**src/rtl/uart_cmd_decoder.sv**
```systemverilog
// Assembles 5-byte command frames (SYNC, ADDR, DATA_H, DATA_L, SUM) from the UART
// byte stream and turns each valid frame into a single-cycle register write.
module uart_cmd_decoder #(
    parameter logic [7:0]        SYNC_BYTE = 8'hA5,
    parameter int unsigned       TO_WID    = 16,
    parameter logic [TO_WID-1:0] TO_CNT    = 16'd50000
) (
    input  logic        i_clk,
    input  logic        i_rst_n,
    input  logic [7:0]  i_data,
    input  logic        i_dataen,
    output logic        o_wr_en,
    output logic [7:0]  o_wr_addr,
    output logic [15:0] o_wr_data,
    output logic        o_err,
    output logic [7:0]  o_err_cnt,
    output logic        o_busy
);

    typedef enum logic [2:0] {
        S_IDLE,
        S_ADDR,
        S_DATH,
        S_DATL,
        S_SUM
    } state_t;

    state_t              r_state;
    logic [TO_WID-1:0]   r_to_cnt;
    logic [7:0]          r_addr;
    logic [7:0]          r_dath;
    logic [7:0]          r_datl;

    logic [7:0]          w_sum;
    logic                w_sum_byte;
    logic                w_timeout;
    logic                w_wr_set;
    logic                w_err_set;

    // Checksum wraps in 8 bits; carries are intentionally dropped.
    assign w_sum      = r_addr + r_dath + r_datl;
    assign w_sum_byte = (r_state == S_SUM) && i_dataen;
    // A byte arriving on the limit cycle takes priority over the timeout.
    assign w_timeout  = (r_state != S_IDLE) && !i_dataen && (r_to_cnt == TO_CNT);
    assign w_wr_set   = w_sum_byte && (i_data == w_sum);
    assign w_err_set  = (w_sum_byte && (i_data != w_sum)) || w_timeout;

    always_ff @(posedge i_clk or negedge i_rst_n) begin
        if (!i_rst_n) begin
            r_state   <= S_IDLE;
            r_to_cnt  <= '0;
            r_addr    <= '0;
            r_dath    <= '0;
            r_datl    <= '0;
            o_wr_en   <= 1'b0;
            o_wr_addr <= '0;
            o_wr_data <= '0;
            o_err     <= 1'b0;
            o_err_cnt <= '0;
            o_busy    <= 1'b0;
        end else begin
            o_wr_en <= w_wr_set;
            o_err   <= w_err_set;

            if ((r_state == S_IDLE) || i_dataen || w_timeout) begin
                r_to_cnt <= '0;
            end else begin
                r_to_cnt <= r_to_cnt + TO_WID'(1);
            end

            if (w_wr_set) begin
                o_wr_addr <= r_addr;
                o_wr_data <= {r_dath, r_datl};
            end

            if (w_err_set && (o_err_cnt != 8'hFF)) begin
                o_err_cnt <= o_err_cnt + 8'd1;
            end

            if (w_timeout) begin
                r_state <= S_IDLE;
                o_busy  <= 1'b0;
            end else if (i_dataen) begin
                case (r_state)
                    S_IDLE: begin
                        if (i_data == SYNC_BYTE) begin
                            r_state <= S_ADDR;
                            o_busy  <= 1'b1;
                        end
                    end
                    S_ADDR: begin
                        r_addr  <= i_data;
                        r_state <= S_DATH;
                    end
                    S_DATH: begin
                        r_dath  <= i_data;
                        r_state <= S_DATL;
                    end
                    S_DATL: begin
                        r_datl  <= i_data;
                        r_state <= S_SUM;
                    end
                    S_SUM: begin
                        r_state <= S_IDLE;
                        o_busy  <= 1'b0;
                    end
                    default: begin
                        r_state <= S_IDLE;
                        o_busy  <= 1'b0;
                    end
                endcase
            end
        end
    end

endmodule

```
**config.mk**
```make
export PLATFORM = sky130hd
export DESIGN_NAME = uart_cmd_decoder
export DESIGN_NICKNAME = d
export VERILOG_FILES = /design/src/rtl/uart_cmd_decoder.sv
export SDC_FILE = /design/constraint.sdc
export NUM_CORES = 1
export LEC_CHECK = 0
export CELL_PAD_IN_SITES_DETAIL_PLACEMENT = 1
export CELL_PAD_IN_SITES_GLOBAL_PLACEMENT = 1
export CORE_ASPECT_RATIO = 0.7
export CORE_MARGIN = 2
export CORE_UTILIZATION = 46
export DETAILED_ROUTE_END_ITERATION = 12
export GPL_TIMING_DRIVEN = 0
export PLACE_DENSITY_LB_ADDON = 0.15
export SLEW_MARGIN = 20
export SYNTH_ARGS = -nofsm -noshare
export SYNTH_HDL_FRONTEND = slang
export SYNTH_SLANG_ARGS = --single-unit
export TNS_END_PERCENT = 30
```
**constraint.sdc**
```tcl
create_clock -name i_clk -period 4.43 [get_ports i_clk]
set_input_delay 1.329 -clock i_clk [delete_from_list [all_inputs] [get_ports i_clk]]
set_output_delay 1.329 -clock i_clk [all_outputs]
set_load 0.1 [all_outputs]
```
# Yosys cells after proc, flatten, opt, wreduce, memory -nomap -nowiden
# Index checks and enable logic that the tools add are counted.
# totals
regBits	78
input_bits	11
output_inout_bits	35
elab_cells	55
# classes
n_addsub	4
eq_ne	11
muxes	9
bitwise	1
reduce_logical	19
# op_table
cell	count
$add A16 B1 Y16 const B	1
$add A8 B8 Y8	2
$eq A16 B16 Y1 const B	1
$mux W16	1
$pmux W3 S4	1
$reduce_and A3 Y1	4
$mux W3	3
$add A8 B1 Y8 const B	1
$eq A8 B8 Y1	1
$eq A8 B8 Y1 const B	1
$ne A8 B8 Y1	1
$ne A8 B8 Y1 const B	1
$eq A3 B2 Y1 const B	2
$logic_and A1 B1 Y1	6
$eq A3 B1 Y1 const B	1
$eq A3 B3 Y1 const B	1
$logic_not A3 Y1	1
$logic_or A1 B1 Y1	3
$mux W1	3
$ne A3 B2 Y1 const B	1
$reduce_bool A3 Y1	1
$reduce_or A3 Y1	1
$ne A2 B1 Y1 const B	1
$pmux W1 S2	1
4 further kinds	4

# Logic depth before layout (Yosys ltp)
# Gate-level depths: netlist (run 1).
# logic_depth
ltp_word	6
depth_mapped	12
mapped_depth_nobuf	10

# Least setup slack after synthesis (run 1)
# OpenSTA, ideal clock, no wires.
# synth_timing
kind	register to register
start	reg r_addr[1]
end	reg o_wr_data[10]
setup_time_ns	0.126
arrival_ns	3.065
t_required_ns	4.304
path_slack_ns	1.239
path_stages_with_launch	13
n_path_buf	2
synth_period_minus_slack_ns	3.191
path_cell_list	dfrtp_1 > fa_1 > ha_1 > fa_1 > xnor2_1 > xnor2_1 > nor4_2 > nand3_2 > nor3_1 > and2_1 > buf_6 > buf_8 > mux2_4
# synth_via
elab_chain_cells	4
# synth_rtl
item	line_no	source
from (decl)	30	logic [7:0] r_addr;
from (signal assigned)	92	r_addr <= i_data;
$add A8 B8 Y8 (2 in series)	41	assign w_sum = r_addr + r_dath + r_datl;
$eq A8 B8 Y1	45	assign w_wr_set = w_sum_byte && (i_data == w_sum);
$logic_and A1 B1 Y1	45	
to (signal assigned)	73	o_wr_data <= {r_dath, r_datl};
to (decl)	14	output logic [15:0] o_wr_data,
# No other way between the ends.
# A chain may end at the register's enable or synchronous reset.

# Worst setup path in the final report (run 1)
# layout_timing
start	reg r_addr[1]
end	reg o_wr_data[8]
# The elaborated chain is that of the path after synthesis.

==> results of run 1 <==
routing by layer:
metal	global-route usage [%]	vias to the layer above	wire length (um)	part of all wire [%]
li1	-	1185	-	-
met4	5.98	0	70	0.79
met1	28.2	1258	4290	49
met3	5.30	7	282	3.2
met2	34.5	38	4200	47
met5	0	-	0	0
area by class of cell:
type / count / share of cell area, %
plain buffers: 8 / 1.85
inverters: 5 / 0.386
well taps: 105 / 2.70
flip-flops and latches: 78 / 40.2
repair buffers: 47 / 9.79
multi-input cells: 209 / 38.2
clock inverters: 3 / 1.34
clock buffers: 13 / 5.56
worst max-delay path, stage by stage, from the launching register on:
cell and delay [ns]:
dfrtp_1 0.42, fa_1 0.52, ha_1 0.26, fa_1 0.42, xnor2_1 0.24, xnor2_1 0.11, nor4_2 0.32, nand3_2 0.15
nor3_1 0.23, and2_1 0.17, buf_6 0.15, buf_8 0.18, mux2_4 0.32
state kept, by name, summed over array words and instances (netlist names):
name,cells
o_wr_en,1
o_busy,1
o_wr_data,16
o_wr_addr,8
r_to_cnt,16
r_dath,8
r_addr,8
r_datl,8
o_err,1
r_state,3
o_err_cnt,8
stage by stage:
stage | hold WS (ns) | std cells
2_1_floorplan | 0.509 | 300
3_3_place_gp | 0.482 | 450
3_5_place_dp | 0.492 | 452
4_1_cts | 0.502 | 468
5_1_grt | 0.526 | 468
6_report | 0.500 | 468
power by group through the flow:
stage | registers (uW) | clock network [uW] | logic [uW]
after floorplan | 1430 | 0 | 1220
after global placement | 1100 | 0 | 1930
after detailed placement | 1110 | 0 | 2000
after CTS | 1110 | 836 | 2040
after global routing | 1140 | 861 | 2230
final | 1100 | 820 | 2050
final timing paths:
kind                                endpoint  slack, ns  cells past startpoint
worst max-delay path            o_wr_data[8]       0.81                     12
worst min-delay path            o_err_cnt[7]       0.50                      1
worst max register to register  o_wr_data[8]       0.81                     12
worst min register to register  o_err_cnt[7]       0.50                      1
max in group asynchronous          r_addr[7]       2.89                      2
min in group asynchronous       o_wr_addr[3]       0.95                      1
placed cells by master, fill, tap and decap left out, drive strengths merged, types with 2 or more instances in the layout:
cell type / instances
a21oi: 9
clkbuf: 14
or3: 4
bufinv: 2
nand3: 13
ha: 9
clkdlybuf4s50: 44
inv: 5
a211oi: 5
xnor2: 15
mux2: 50
nor3: 5
dfrtp: 78
a2111oi: 2
nor4b: 2
nor2: 20
and3: 6
fa: 8
nand2: 17
buf: 10
xor2: 17
a21o: 2
and2: 2
nor4bb: 3
o21ai: 8
nand4: 2
synthesized netlist by cell type (all sizes together):
cell	instances
a2111oi	2
a211oi	5
a21o	2
a21oi	9
a22o	1
and2	2
and3	6
and4	1
buf	7
clkbuf	1
dfrtp	78
fa	8
ha	9
inv	5
mux2	50
mux2i	1
nand2	17
nand3	13
nand4	2
nor2	20
nor3	5
nor3b	1
nor4	1
nor4b	2
nor4bb	3
o21ai	8
o21bai	1
o2bb2ai	1
o31a	1
o31ai	1
or2b	1
or3	4
xnor2	15
xor2	17
cell families after synthesis:
kind of cell	Yosys count	share of synthesized area (%)
AO/OA/AOI/OAI	31	5.74
XOR/XNOR	32	7.18
adder cells (fa/ha/maj)	17	6.99
buffers and inverters	13	2.79
flip-flops	78	50.0
multiplexers	51	16.7
AND/OR/NAND/NOR	78	10.6
==> results.sh, run 1 <==
export IMPL_relSlewSlack_pct=33.3
export IMPL_cts_path_max_buffers=2
export IMPL_vias_per_cell=5.32
export IMPL_grt_max_degree=43
export IMPL_start_kind="flip-flop"
export IMPL_drc=0
export IMPL_antenna_cells=0
export IMPL_skew_ns=0.00647
export IMPL_post_cts_resized=0
export IMPL_max_vdd_ir_drop_uv=335
export IMPL_cts_tree="yes"
export IMPL_synth_cells=300
export IMPL_syn_cell_area_sq_um=3900
export IMPL_antenna_found_initial=0
export IMPL_start_util_pct=46.8
export IMPL_io_pins=46
export IMPL_clock_fmax_mhz=276
export IMPL_dp_hpwl_um=6180
export IMPL_drt_iter0_drc=86
export IMPL_dp_slack_ns=0.767
export IMPL_crit_path_end_kind="flip-flop"
export IMPL_tns_ns=0
export IMPL_grt_usage_pct=21.1
export IMPL_clk_latency_ns=0.34
export IMPL_finalSetupViolCount=0
export IMPL_routed_wirelength_um=8840
export IMPL_fp_dieH_um=81.1
export IMPL_cts_buffers=9
export IMPL_cts_sinks=78
export IMPL_required_ns=4.65
export IMPL_worst_pin_slew_ns=0.998
export IMPL_p_int_uw=2260
export IMPL_wl_per_cell_um=18.9
export IMPL_synth_area_top_cells="dfrtp_1, mux2_2, mux2_4, fa_1, xor2_1"
export IMPL_fin_crit_ns=3.62
export IMPL_num_rows=28
export IMPL_synth_seq_area_share_pct=50.0
export IMPL_multi_input_area_sq_um=1860
export IMPL_finalNetCount=386
export IMPL_final_util_pct=58.3
export IMPL_power_leakage_uw=0.00211
export IMPL_vias=2488
export IMPL_grt_pass1_vias=2784
export IMPL_drive_gt1_share_pct=23.1
export IMPL_rsz0062_at_grt="false"
export IMPL_outcome="finished, final reports clean"
export IMPL_h_tree_depth=3
export IMPL_drt_first_pass_iters=4
export IMPL_cp_max_fo=10
export IMPL_grt_pass1_wl_um=14700
export IMPL_grt_ovfl_total=0
export IMPL_ys_warnings_count=0
export IMPL_postLayoutCellArea_sq_um=4860
export IMPL_period_share_pct=81.7
export IMPL_sw_frac_of_total_pct=43.0
export IMPL_fin_ws_ns=0.809
export IMPL_nFillCells=828
export IMPL_syn_nets=328
export IMPL_gp_congestion=0.751
export IMPL_core_sq_um=8340
export IMPL_area_growth_pct=24.5
export IMPL_ys_types=40
export IMPL_io_buffers=45
export IMPL_p_sw_uw=1710
export IMPL_p_comb_share_pct=51.6
export IMPL_clockRootBuffer="clkbuf_16"
export IMPL_cts_hold_buf=0
export IMPL_crit_type="flip-flop to flip-flop"
export IMPL_hold_class="flip-flop to flip-flop"
export IMPL_synth_top_area_share_pct=50.0
export IMPL_regArea_sq_um=1950
export IMPL_worstPathArrival_ns=3.84
export IMPL_die_x_um=114
export IMPL_crit_start="r_addr[1]"
export IMPL_die_area_sq_um=9250
export IMPL_powerDensity_nw_per_um2=817
export IMPL_hold_start="o_err_cnt[7]"
export IMPL_post_synth_cell_area_avg_sq_um=13.0
export IMPL_placed_area_sq_um=4510
export IMPL_seqPwrFrac_pct=27.8
export IMPL_total_power_uw=3970
export IMPL_finalMaxSlewViolations=0
export IMPL_yosys_register_bits=78
export IMPL_synth_top_cell_by_area="dfrtp_1"
export IMPL_final_antenna_net_count=0
export IMPL_clk_pin_slew_worst_paths_ns=0.06
export IMPL_p_clk_share_pct=20.7
export IMPL_post_cts_setup_buffers=0
export IMPL_r2r_start="r_addr[1]"
export IMPL_max_cap_viol_count=0
export IMPL_hold_viol=0
Note: power is estimated with default switching activity, not from simulation.
==> run 2: changes to the inputs <==
- clock period: 4.43 -> 3.4 ns (I/O delays scaled with it)
==> run 2 against run 1 <==
  * Clock skew down 0.00081 ns
  * Die area stayed put
  * Via count is 1.6% higher
  * Global-route usage barely moved
  * Final cell count grew 1.9%
  * Sequential cell count is the same
  * Combinational power grew 42%
  * Clock-buffer cell count unchanged
  * Non-clock buffer count is 9 higher
  * Setup slack worse by 0.72 ns
  * Largest cell class unchanged
  * Largest power group unchanged
==> results.sh, run 2 (synthesis gave the netlist of run 1 again) <==
export IMPL_grt_pass1_wl_um=14700
export IMPL_grt_ovfl_total=0
export IMPL_outcome="finished, final reports clean"
export IMPL_cts_tree="yes"
export IMPL_grt_usage_pct=21.1
export IMPL_io_buffers=45
export IMPL_r2r_setup_slack_ns=0.09
export IMPL_grt_pass1_vias=2794
export IMPL_layout_commonest_cell="dfrtp_1"
export IMPL_num_rows=28
export IMPL_final_antenna_net_count=0
export IMPL_power_leakage_uw=0.00216
export IMPL_worst_pin_slew_ns=0.999
export IMPL_top_regs="o_wr_data x16, r_to_cnt x16"
export IMPL_fin_crit_ns=3.31
export IMPL_hold_viol=0
export IMPL_clk_latency_ns=0.34
export IMPL_period_share_pct=97.3
export IMPL_skew_ns=0.00567
export IMPL_cts_hold_buf=0
export IMPL_placed_cells=452
export IMPL_routed_wirelength_um=8950
export IMPL_final_cell_mix="dfrtp_1, clkdlybuf4s50_1, mux2_2"
export IMPL_vias_per_cell=5.30
export IMPL_crit_start="r_addr[1]"
export IMPL_total_power_uw=5410
export IMPL_hold_class="flip-flop to flip-flop"
export IMPL_antenna_found_initial=0
export IMPL_cts_sinks=78
export IMPL_drt_iter0_drc=75
export IMPL_nFillCells=829
export IMPL_powerDensity_nw_per_um2=1090
export IMPL_cts_path_max_buffers=2
export IMPL_area_growth_pct=27.3
export IMPL_wl_per_cell_um=18.8
export IMPL_drt_first_pass_iters=4
export IMPL_dp_slack_ns=-0.142
export IMPL_placed_area_sq_um=4510
export IMPL_fp_dieH_um=81.1
export IMPL_gp_congestion=0.751
export IMPL_finalNetCount=395
export IMPL_final_util_pct=59.6
export IMPL_fin_ws_ns=0.0915
export IMPL_reg2reg_depth=12
export IMPL_clockRootBuffer="clkbuf_16"
export IMPL_start_kind="flip-flop"
export IMPL_crit_end="o_err_cnt[4]"
export IMPL_core_sq_um=8340
export IMPL_r2r_start="r_addr[1]"
export IMPL_instances_no_fill=477
export IMPL_crit_type="flip-flop to flip-flop"
export IMPL_relSlewSlack_pct=33.2
export IMPL_clock_fmax_mhz=302
export IMPL_dp_hpwl_um=6180
export IMPL_drive_gt1_share_pct=26.9
export IMPL_postLayoutCellArea_sq_um=4970
export IMPL_h_tree_depth=3
export IMPL_finalMaxSlewViolations=0
export IMPL_finalSetupViolCount=0
export IMPL_r2r_end="o_err_cnt[4]"
export IMPL_worstPathArrival_ns=3.53
export IMPL_die_x_um=114
export IMPL_clk_pin_slew_worst_paths_ns=0.06
export IMPL_max_cap_viol_count=0
export IMPL_start_util_pct=46.8
export IMPL_rsz0062_at_grt="true"
export IMPL_io_pins=46
export IMPL_antenna_cells=0
export IMPL_drc=0
export IMPL_crit_path_end_kind="flip-flop"
export IMPL_vias=2528
export IMPL_required_ns=3.62
export IMPL_max_vdd_ir_drop_uv=448
export IMPL_cts_buffers=9
export IMPL_grt_max_degree=43
export IMPL_die_area_sq_um=9250
export IMPL_cp_max_fo=7
run 2: critical path, cell delays in order, from the launching register on:
cell and delay, ns:
dfrtp_1 0.40, fa_1 0.51, ha_2 0.23, fa_2 0.37
xnor2_2 0.15, xnor2_1 0.14, nor4_2 0.29, nand3_2 0.12
buf_4 0.16, o31ai_4 0.25, buf_4 0.21, a21oi_2 0.07
mux2_4 0.29
run 2: routing by layer:
metal  GRT usage [%]  wire (um)  vias to the layer above
met5               0          0                        -
met4            5.61         79                        0
met3            5.22        309                        7
met2            34.6       4280                       41
met1            28.4       4280                     1281
li1                -          -                     1199
run 2: layout make-up:
class	instances	area, sq um	share of cell area (%)
buffer	8	100	2.01
clock buffer	13	270	5.44
clock inverter	3	65.1	1.31
inverter	5	18.8	0.378
multi-input combinational	209	1890	38.0
sequential	78	1950	39.3
tap	105	131	2.64
timing repair buffer	56	543	10.9
run 2: repair_timing:
item / 4_1_cts / 5_1_grt
buffers inserted: 0 / 9
resized for setup: 6 / 4
setup endpoints to repair: 25 / 32
pin swaps: 3 / 3
run 2: per-stage QoR:
stage | hold slack [ns] | setup TNS (ns)
3_5_place_dp | 0.492 | -2.56
4_1_cts | 0.502 | 0
3_3_place_gp | 0.482 | -116.70
5_1_grt | 0.523 | -0.288
2_1_floorplan | 0.509 | 0
6_report | 0.495 | 0
run 2: worst min-delay path by stage:
| stage | endpoint | start | slack (ns) | cells past startpoint |
|---|---|---|---|---|
| CTS | o_err_cnt[5] | o_err_cnt[5] | 0.50 | 1 |
| detailed placement | o_err_cnt[7] | o_err_cnt[7] | 0.49 | 1 |
| global placement | o_err_cnt[5] | o_err_cnt[5] | 0.48 | 1 |
| finish | o_err_cnt[7] | o_err_cnt[7] | 0.49 | 1 |
| global route | o_err_cnt[7] | o_err_cnt[7] | 0.52 | 1 |
| floorplan | r_to_cnt[6] | r_to_cnt[6] | 0.51 | 2 |
run 2: where the power goes:
part / switching, uW / total (uW) / internal, uW
combinational: 1690 / 2910 / 1210
sequential: 262 / 1430 / 1170
clock: 369 / 1070 / 702
total: 2330 / 5410 / 3080
